==> config.mk <==
export PLATFORM = sky130hd
export DESIGN_NAME = oscillator
export DESIGN_NICKNAME = d
export VERILOG_FILES = /design/src/rtl/osc_pkg.sv /design/src/rtl/osc_waveshaper.sv /design/src/rtl/oscillator.sv
export SDC_FILE = /design/constraint.sdc
export NUM_CORES = 1
export LEC_CHECK = 0
export BUFFER_PORTS_ARGS = -buffer_cell sky130_fd_sc_hd__buf_4
export CAP_MARGIN = 20
export CORE_ASPECT_RATIO = 1.2
export CORE_MARGIN = 3
export CORE_UTILIZATION = 45
export DETAILED_ROUTE_END_ITERATION = 8
export PLACE_DENSITY_LB_ADDON = 0.25
export SKIP_CTS_REPAIR_TIMING = 1
export SLEW_MARGIN = 20
export SYNTH_ARGS = -nofsm -noshare
export SYNTH_HDL_FRONTEND = slang
export SYNTH_SLANG_ARGS = --single-unit
==> constraint.sdc <==
create_clock -name sample_clock -period 2.7 [get_ports sample_clock]
set_input_delay 0.135 -clock sample_clock [delete_from_list [all_inputs] [get_ports sample_clock]]
set_output_delay 0.135 -clock sample_clock [all_outputs]
set_load 0.02 [all_outputs]
==> src/rtl/osc_pkg.sv <==
// Shared constants for the phase-accumulator voice oscillators.
`timescale 1ns/1ps
`default_nettype none

package osc_pkg;

  localparam int WAVE_SAW      = 0;
  localparam int WAVE_SQUARE   = 1;
  localparam int WAVE_TRIANGLE = 2;

  localparam int DEF_BITDEPTH    = 12;
  localparam int DEF_BITFRACTION = 12;
  localparam int DEF_INCWIDTH    = 19;

endpackage

`default_nettype wire

==> src/rtl/osc_waveshaper.sv <==
// Combinational map from an accumulator phase word to an unsigned sample
// (saw, square or triangle); shared by every voice type.
`timescale 1ns/1ps
`default_nettype none

module osc_waveshaper
  import osc_pkg::*;
#(
  parameter int BITDEPTH    = DEF_BITDEPTH,
  parameter int BITFRACTION = DEF_BITFRACTION,
  parameter int WAVEFORM    = WAVE_SAW
) (
  input  logic [BITDEPTH+BITFRACTION-1:0] phase_i,
  output logic [BITDEPTH-1:0]             out_o
);

  localparam int ACCW = BITDEPTH + BITFRACTION;

  // Each shape reads only part of the phase word.
  logic unused_phase;
  assign unused_phase = ^phase_i;

  if (WAVEFORM == WAVE_SQUARE) begin : g_square
    assign out_o = {BITDEPTH{phase_i[ACCW-1]}};
  end else if (WAVEFORM == WAVE_TRIANGLE) begin : g_triangle
    logic [BITDEPTH-1:0] tri_half;
    assign tri_half = phase_i[ACCW-2 -: BITDEPTH];
    assign out_o    = phase_i[ACCW-1] ? ~tri_half : tri_half;
  end else begin : g_saw
    assign out_o = phase_i[ACCW-1 -: BITDEPTH];
  end

endmodule

`default_nettype wire

==> src/rtl/oscillator.sv <==
// NCO audio voice: phase accumulator clocked by the sample strobe, waveshaped output.
// Optional OSC_WRAP_FLAG_EN adds a one-sample 'wrap' pulse on accumulator overflow.
`timescale 1ns/1ps
`default_nettype none

module oscillator
  import osc_pkg::*;
#(
  parameter int BITDEPTH    = DEF_BITDEPTH,
  parameter int BITFRACTION = DEF_BITFRACTION,
  parameter int INCWIDTH    = DEF_INCWIDTH,
  parameter int WAVEFORM    = WAVE_SAW
) (
  input  logic                sample_clock,
  input  logic                rst_n,
  input  logic [INCWIDTH-1:0] increment,
  output logic [BITDEPTH-1:0] out
`ifdef OSC_WRAP_FLAG_EN
  ,
  output logic                wrap
`endif
);

  localparam int ACCW = BITDEPTH + BITFRACTION;

  if (INCWIDTH > ACCW) begin : g_bad_incwidth
    $error("oscillator: INCWIDTH must not exceed BITDEPTH+BITFRACTION");
  end

  logic [ACCW-1:0] phase_q;
  logic [ACCW-1:0] phase_d;
  logic            carry;

  // Modulo-2^ACCW sum; the carry out marks a period boundary.
  always_comb begin
    {carry, phase_d} = {1'b0, phase_q} + {1'b0, ACCW'(increment)};
  end

  always_ff @(posedge sample_clock or negedge rst_n) begin
    if (!rst_n) begin
      phase_q <= '0;
    end else begin
      phase_q <= phase_d;
    end
  end

`ifdef OSC_WRAP_FLAG_EN
  logic wrap_q;

  always_ff @(posedge sample_clock or negedge rst_n) begin
    if (!rst_n) begin
      wrap_q <= 1'b0;
    end else begin
      wrap_q <= carry;
    end
  end

  assign wrap = wrap_q;
`else
  logic unused_carry;
  assign unused_carry = carry;
`endif

  osc_waveshaper #(
    .BITDEPTH    (BITDEPTH),
    .BITFRACTION (BITFRACTION),
    .WAVEFORM    (WAVEFORM)
  ) u_shaper (
    .phase_i (phase_q),
    .out_o   (out)
  );

endmodule

`default_nettype wire

# After elaboration in Yosys (flattened, before gate mapping)
# Cells that the tools add are included.
# Widths: inputs -> output; s select.
[word_totals]
regBits = 24
latch_bits = 0
ram_bits = 0
rom_bits = 0
input_bits = 21
out_inout_bits = 12
wordCells = 2
n_memories = 0
[op_classes]
add_sub_neg = 1
multipliers = 0
div_mod_pow = 0
n_lt_le_gt_ge = 0
eq_ne = 0
shift = 0
muxes = 0
bitwise = 0
n_reduce_logical = 0
[ops]
columns = ["operator", "count"]
rows = [
  ["$add 24x19->24", 1],
]

# Longest topological paths before layout
# Gate-level depths: netlist of the first run.
[depth]
ltp_word = 1
mapped_depth = 8
mapped_depth_nobuf = 8

# Modules after synthesis
# A second synthesis of the first run with hierarchy kept.
[unflattened]
cells_unflattened = 174
area_unflattened_um2 = 1727.9
[by_module_without_submodules]
columns = ["mod", "n_inst", "cells_per_inst", "area_each_um2", "seq_area_each_um2"]
rows = [
  ["oscillator", 1, 162, 1637.8, 600.6],
  ["osc_waveshaper", 1, 12, 90.1, 0.0],
]

# Worst setup path after synthesis of the first run
# OpenSTA, ideal clock, no wires.
[synth_path]
path_kind = "flip-flop to flip-flop"
startpoint = "register phase_q[0]"
endpoint = "register phase_q[10]"
setup_time_ps = 80
arrival_ps = 1912
required_time_ps = 2620
setup_slack_ps = 708
path_stages_with_launch = 9
n_path_buf = 0
period_less_slack_ps = 1992
path_cell_list = "dfrtp_1 > ha_1 > fa_1 > a21oi_1 > o21ai_0 > a21boi_0 > o21bai_1 > a21oi_1 > xnor2_1"
[synth_via]
elab_chain_cells = 1
[synth_lines]
columns = ["element", "line_no", "source"]
rows = [
  ["from (decl)", "oscillator.sv:30", "logic [ACCW-1:0] phase_q;"],
  ["from (signal assigned)", "oscillator.sv:43", "phase_q <= phase_d;"],
  ["$add 24x19->24", "oscillator.sv:36", "{carry, phase_d} = {1'b0, phase_q} + {1'b0, ACCW'(increment)};"],
  ["net phase_d[10]", "oscillator.sv:31", "logic [ACCW-1:0] phase_d;"],
]
# The timed path passes the listed nets, and every way through them passes these cells.

# Worst setup path after layout of the first run
# Ends and elaborated chain as after synthesis.

==> results of run 1 <==
layout make-up:
cell class	instances	share of cell area (%)
flip-flops and latches	24	30.5
clock buffers	3	2.10
repair buffers	33	12.7
well taps	52	3.30
inverters	3	0.571
multi-input cells	133	50.9
worst max-delay path: stages (launching register included):
cell,delay (ns)
dfrtp_1,0.37
ha_1,0.20
fa_1,0.40
a21oi_1,0.21
o21ai_0,0.18
a21boi_0,0.41
o21bai_1,0.10
a21oi_1,0.18
xnor2_1,0.13
where the power goes:
group,switching (uW),internal (uW)
clock network,112,99.7
logic,940,746
registers,121,565
total,1170,1410
worst max-delay path by stage:
stage          slack (ns)  depth (start not counted)           to        from
6_report             0.44                          8  phase_q[10]  phase_q[0]
2_1_floorplan        0.71                          8  phase_q[10]  phase_q[0]
3_3_place_gp         0.50                          8  phase_q[10]  phase_q[0]
4_1_cts              0.45                          8  phase_q[10]  phase_q[0]
5_1_grt              0.30                          8  phase_q[10]  phase_q[0]
3_5_place_dp         0.46                          8  phase_q[10]  phase_q[0]
routing by layer:
metal / vias to the layer above / share of wire [%] / GRT usage, %
met3: 4 / 4.3 / 2.27
met2: 40 / 50 / 27.8
met5: - / 0 / 0
met4: 0 / 0.98 / 5.88
li1: 672 / - / -
met1: 631 / 45 / 19.4
logic make-up (layout without fill, tap and decap cells):
kind of cell,after synthesis,after routing,synth area share (%)
AOI/OAI and AO/OA,56,56,22.0
DFF,24,24,34.5
buffers and inverters,19,39,7.84
adders and majority gates,20,20,14.8
and+or+nand+nor,37,37,10.7
xor gates and xnor gates,20,20,10.1
metrics by stage:
step                      cells  power [uW]
after floorplan             176        2110
after detailed placement    244        2370
after global routing        248        2840
final                       248        2580
after CTS                   247        2600
after global placement      244        2320
cell usage in the layout, fill, tap and decap left out, drive strengths merged, types with 2 or more instances in the layout:
cell type,synthesis,final
o21bai,5,5
or3,2,2
o21ai,8,8
xnor2,13,13
buf,15,32
dfrtp,24,24
nor2,4,4
ha,19,19
nand2,11,11
clkbuf,1,3
o31ai,2,2
nand3,6,6
nor4,2,2
a31oi,2,2
xor2,7,7
o22ai,2,2
a21oi,19,19
nand4,5,5
and3,3,3
o21a,4,4
inv,3,3
a21o,8,8
==> impl_metrics.yaml, run 1 <==
hold_path:
  hold_class: "in2reg"
  min_to: "phase_q[0]"
  min_from: "increment[0]"
  min_path_cells: 2
final_layout:
  nets: 239
  n_fill_cell: 365
  syn_to_final_growth_pct: 13.3
  antenna_cells: 0
  ff_latch_area_um2: 601
  largest_register_ffs: 24
  reg_top3: "phase_q: 24 flops"
  drive_gt1_share_pct: 19.4
  finalInstanceArea_mm2: 0.00197
  top_register: "phase_q"
  multi_input_area_mm2: 0.00100
  final_util_pct: 53.8
power:
  power.density_mw_per_mm2: 1310
  ir_drop_mv: 0.593
  leakage_uw: 0.000894
grt:
  track_usage_pct: 15.6
  grt_pass1_vias: 1325
  overflow: 0
  grt_pass1_wl_um: 5910
  antenna_found_initial: 0
  grt_max_degree: 25
placement:
  io_buffers: 32
  dp_hpwl_um: 2770
  post_dp_cell_area_mm2: 0.00192
  dp_slack_ns: 0.460
  gp_congestion: 0.841
logic_synthesis:
  yosysTopAreaCell: "dfrtp_1"
  synth_cell_types: 35
  syn_area_mm2: 0.00174
  synthFlopType: "dfrtp_1"
  avgSynthCellArea_um2: 9.88
  synth_area_leaders: "dfrtp_1 35%, ha_1 14%, xnor2_1 6.5%"
  async_reset_ff_share_pct: 100
  seq_area_frac_synth_pct: 34.5
  synth.ff_latch_count: 24
  synth_fp_nets: 217
  ys_warn_count: 0
  syn_inst: 176
  synth_top_area_share_pct: 34.5
  synthMostInstantiatedCell: "dfrtp_1"
  synth_enable_flop_cells: 0
  synth_commonest_cells: "24 x dfrtp_1, 19 x ha_1, 18 x a21oi_1"
floorplanning:
  fp.dieArea_mm2: 0.00465
  num_io_pins: 33
  core_mm2: 0.00366
  die_w_um: 62.8
  start_util_pct: 47.5
  die_h_um: 74.1
  placementRows: 24
sta:
  max_slew_margin_pct: 68.6
  rsz0062_at_grt: "no"
  period_needed_ns: 2.26
  period_share_pct: 83.6
  finClkSkew_ns: 0.00448
  fin_ws_ns: 0.443
  setup-tns-final_ns: 0
  fmax_ghz: 0.443
  maxSlewViolCount: 0
  holdWs_ns: 0.0941
  timing_worst_slew_pin_value_ns: 0.470
  hold_violations: 0
  finalSetupViolCount: 0
clock_tree:
  cts-htree-levels: 1
  clock_path_buffers: 2
  clock-sinks: 24
  cts_buffers: 3
  root_buffer: "clkbuf_8"
  clk_pin_slew_worst_paths_ns: 0.09
  clock_latency_ns: 0.26
  cts_tree: "built"
run:
  drv_cap: 0
setup_path:
  crit_required_ns: 2.89
  regToRegStartpoint: "phase_q[0]"
  rrSetupSlack_ns: 0.44
  cp-start-kind: "flop"
  reg2reg_to: "phase_q[10]"
  cp-end-kind: "flop"
  rr_worst_depth: 8
  critPathArrivalTime_ns: 2.45
  crit_fanout: 3
  path_class: "reg2reg"
routing:
  wl_per_cell_um: 14.0
  wl_um: 3480
  detail_route.vias_per_cell: 5.43
  drtIter0Drc: 49
  drtPass1Iterations: 4
  vias: 1347
  drc_errors: 0
  antenna_left: 0
run_status:
  status: "complete, no violations"
Power figures use the tool's default switching activity.
==> inputs of run 2 (changes only) <==
Clock period 2.7 ns to 2.3 ns, I/O delays scaled along.
==> impl_metrics.yaml, run 2 (synthesis results as in run 1) <==
floorplanning:
  num_io_pins: 33
  start_util_pct: 47.5
  core_mm2: 0.00366
  die_w_um: 62.8
  fp.dieArea_mm2: 0.00465
  die_h_um: 74.1
  placementRows: 24
power:
  ir_drop_mv: 0.690
  clock_power_share_pct: 8.0
  internal-power_uw: 1680
  p_sw_uw: 1370
  power_frac_seq_pct: 26.2
  switching_share_pct: 44.8
  leakage_uw: 0.000904
  power.density_mw_per_mm2: 1540
  combPwrFrac_pct: 65.8
grt:
  grt_pass1_wl_um: 6000
  track_usage_pct: 15.8
  grt_pass1_vias: 1441
  antenna_found_initial: 0
  overflow: 0
  grt_max_degree: 25
sta:
  period_share_pct: 92.3
  finClkSkew_ns: 0.00517
  rsz0062_at_grt: "no"
  finalSetupViolCount: 0
  holdWs_ns: 0.0820
  maxSlewViolCount: 0
  fmax_ghz: 0.471
  period_needed_ns: 2.12
  setup-tns-final_ns: 0
  max_slew_margin_pct: 73.0
  timing_worst_slew_pin_value_ns: 0.401
  hold_violations: 0
setup_path:
  cp-end-kind: "flop"
  rr_worst_depth: 8
  regToRegStartpoint: "phase_q[0]"
  critPathArrivalTime_ns: 2.31
  crit_fanout: 3
  cp-start-kind: "flop"
  path_class: "reg2reg"
  crit_required_ns: 2.49
  worstSetupStartpoint: "phase_q[0]"
placement:
  gp_congestion: 0.825
  io_buffers: 32
  dp_hpwl_um: 2740
routing:
  antenna_left: 0
  drtIter0Drc: 49
  drc_errors: 0
  drtPass1Iterations: 4
  detail_route.vias_per_cell: 5.47
  wl_per_cell_um: 13.5
  vias: 1368
  wl_um: 3360
final_layout:
  drive_gt1_share_pct: 20.2
  nets: 241
  syn_to_final_growth_pct: 14.2
  top_register: "phase_q"
  mostFrequentLayoutCell: "buf_4"
  reg_top3: "phase_q: 24 flops"
  layout_common_cells: "34 x buf_4, 24 x dfrtp_1, 19 x ha_1, 18 x a21oi_1, 13 x xnor2_1"
  largest_register_ffs: 24
  antenna_cells: 0
hold_path:
  min_from: "increment[0]"
  min_path_cells: 2
  hold_class: "in2reg"
clock_tree:
  root_buffer: "clkbuf_8"
  cts_buffers: 3
  clock-sinks: 24
  cts-htree-levels: 1
  clock_path_buffers: 2
  clock_latency_ns: 0.26
  clk_pin_slew_worst_paths_ns: 0.08
  cts_tree: "built"
run:
  drv_cap: 0
run_status:
  status: "complete, no violations"
-- run 2: cell types whose count changed in the layout (fill, tap and decap cells not counted) --
cell	change
buf_4	+2
a21boi_0	-1
a21boi_1	+1
-- run 2: final cells by class --
cell class              instances  area, um^2
repair buffers                 35         265
well taps                      52        65.1
clock buffers                   3        41.3
multi-input cells             133        1000
inverters                       3        11.3
flip-flops and latches         24         601
fillers                       342        1680
-- run 2: critical path: stages (launching register included) --
cell and delay, ns:
dfrtp_1 0.37, ha_1 0.20, fa_1 0.40, a21oi_1 0.20
o21ai_0 0.17, a21boi_1 0.30, o21bai_1 0.11, a21oi_1 0.18
xnor2_1 0.13
-- run 2: power groups by stage --
| stage | Combinational (uW) | Sequential [uW] | Clock, uW |
|---|---|---|---|
| global placement | 1960 | 798 | 0 |
| global route | 2240 | 829 | 277 |
| finish | 2010 | 800 | 243 |
| floorplan | 1700 | 771 | 0 |
| CTS | 2020 | 802 | 254 |
| detailed placement | 2010 | 809 | 0 |
-- run 2: routing by layer --
| metal | share of wire (%) | track usage, % | vias to the layer above |
|---|---|---|---|
| met3 | 4.1 | 3.02 | 2 |
| met2 | 51 | 28.2 | 28 |
| met5 | 0 | 0 | - |
| met1 | 44 | 19.0 | 659 |
| li1 | - | - | 679 |
| met4 | 0.65 | 6.86 | 0 |
-- run 2: path summary, 6_finish.rpt --
kind / end / slack, ns
worst max-delay path: phase_q[10] / 0.18
worst min-delay path: phase_q[0] / 0.08
worst max register to register: phase_q[10] / 0.18
worst min register to register: phase_q[0] / 0.47
max in group asynchronous: phase_q[17] / 1.78
min in group asynchronous: phase_q[6] / 0.28
-- run 2: metrics by stage --
stage | total power (uW) | setup slack [ns] | std cells | util [%] | instance area (um^2)
after floorplan | 2470 | 0.308 | 176 | - | 1740
after global placement | 2760 | 0.177 | 246 | 52.8 | 1930
after detailed placement | 2810 | 0.0518 | 246 | 52.8 | 1930
after CTS | 3080 | 0.0532 | 249 | 53.9 | 1980
after global routing | 3350 | 0.00924 | 250 | 54.2 | 1990
final | 3050 | 0.178 | 250 | 54.2 | 1990
==> inputs of run 3 (changes only) <==
Clock period 2.3 ns to 2.6 ns, I/O delays scaled along.
==> impl_metrics.yaml, run 3 (synthesis results as in run 1) <==
final_layout:
  final_util_pct: 53.8
  top_register: "phase_q"
  finalInstanceArea_mm2: 0.00197
  n_fill_cell: 353
  drive_gt1_share_pct: 19.4
  mostFrequentLayoutCell: "buf_4"
  reg_top3: "phase_q: 24 flops"
  largest_register_ffs: 24
  antenna_cells: 0
  nets: 239
  syn_to_final_growth_pct: 13.3
  layout_common_cells: "32 x buf_4, 24 x dfrtp_1, 19 x ha_1, 18 x a21oi_1, 13 x xnor2_1"
sta:
  setup-tns-final_ns: 0
  fmax_ghz: 0.442
  finalSetupViolCount: 0
  max_slew_margin_pct: 67.3
  holdWs_ns: 0.0898
  rsz0062_at_grt: "no"
  hold_violations: 0
  maxSlewViolCount: 0
  finClkSkew_ns: 0.00455
  timing_worst_slew_pin_value_ns: 0.491
  period_needed_ns: 2.26
  period_share_pct: 87.0
clock_tree:
  clock-sinks: 24
  clk_pin_slew_worst_paths_ns: 0.09
  root_buffer: "clkbuf_8"
  cts_buffers: 3
  cts-htree-levels: 1
  cts_tree: "built"
  clock_path_buffers: 2
  clock_latency_ns: 0.26
floorplanning:
  start_util_pct: 47.5
  die_w_um: 62.8
  die_h_um: 74.1
  placementRows: 24
  fp.dieArea_mm2: 0.00465
  num_io_pins: 33
  core_mm2: 0.00366
grt:
  grt_pass1_vias: 1351
  track_usage_pct: 16.2
  grt_max_degree: 25
  antenna_found_initial: 0
  grt_pass1_wl_um: 6100
  overflow: 0
run:
  drv_cap: 0
setup_path:
  crit_fanout: 3
  cp-end-kind: "flop"
  critPathArrivalTime_ns: 2.45
  cpPeakStageDelay_ns: 0.40
  cp_slowest_cell: "fa_1"
  crit_required_ns: 2.79
  cp_common_cell: "a21oi_1"
  cp-start-kind: "flop"
  path_class: "reg2reg"
  worstPathCellList: "ha_1 -> fa_1 -> a21oi_1 -> o21ai_0 -> a21boi_0 -> o21bai_1 -> a21oi_1 -> xnor2_1"
  cp_top_family: "compound AO/OA/AOI/OAI gates"
  path_buf_inv: 0
routing:
  wl_um: 3530
  dr_wl_met3_um: 121
  vias: 1338
  dr.max_layer_used: "met4"
  drt-met1-wl_um: 1610
  wl_per_cell_um: 14.2
  drc_errors: 0
  route.met2.wl_um: 1760
  detail_route.vias_per_cell: 5.40
  drtPass1Iterations: 4
  drtIter0Drc: 45
  antenna_left: 0
run_status:
  status: "complete, no violations"
placement:
  dp_hpwl_um: 2790
  gp_congestion: 0.841
  io_buffers: 32
  post_dp_cell_area_mm2: 0.00192
power:
  ir_drop_mv: 0.571
  leakage_uw: 0.000894
  power.density_mw_per_mm2: 1370
hold_path:
  hold_class: "in2reg"
-- run 3: changes by cell type in the layout (fill, tap and decap cells not counted), sizes merged --
cell / previous run / this run
buf: 34 / 32
-- run 3: worst reg2reg max path, delay by kind of cell (launching register included) --
kind                     cells  cell delay (ns)
AO/OA/AOI/OAI                5             1.08
XOR/XNOR                     1             0.13
adder cells (fa/ha/maj)      2             0.60
flip-flops                   1             0.37
-- run 3: power breakdown --
| part | internal [uW] | switching [uW] |
|---|---|---|
| clock network | 104 | 116 |
| registers | 587 | 125 |
| logic | 776 | 986 |
| total | 1470 | 1230 |
-- run 3: final timing paths --
kind                               from          end  slack [ns]  cells past startpoint
min reg2reg                  phase_q[0]   phase_q[0]        0.47                      1
min                        increment[0]   phase_q[0]        0.09                      2
min in group asynchronous         rst_n   phase_q[5]        0.29                      2
max in group asynchronous         rst_n  phase_q[18]        2.07                      2
max reg2reg                  phase_q[0]  phase_q[10]        0.34                      8
max                          phase_q[0]  phase_q[10]        0.34                      8
-- run 3: metrics by stage --
step | worst slack (ns) | total power [uW] | std cells
final | 0.339 | 2690 | 248
after detailed placement | 0.355 | 2460 | 244
after CTS | 0.339 | 2700 | 247
after global placement | 0.404 | 2410 | 244
after global routing | 0.181 | 2960 | 248
after floorplan | 0.608 | 2190 | 176
-- run 3: final cells by class --
class | count | area, um^2 | area share, %
inverter | 3 | 11.3 | 0.571
sequential | 24 | 601 | 30.5
multi-input combinational | 133 | 1000 | 50.9
timing repair buffer | 33 | 250 | 12.7
clock buffer | 3 | 41.3 | 2.10
tap | 52 | 65.1 | 3.30
-- run 3: metal layers --
layer | vias to the layer above | track usage (%)
met5 | - | 0
met4 | 0 | 5.88
met3 | 4 | 2.11
met2 | 31 | 28.3
met1 | 628 | 20.7
li1 | 675 | -
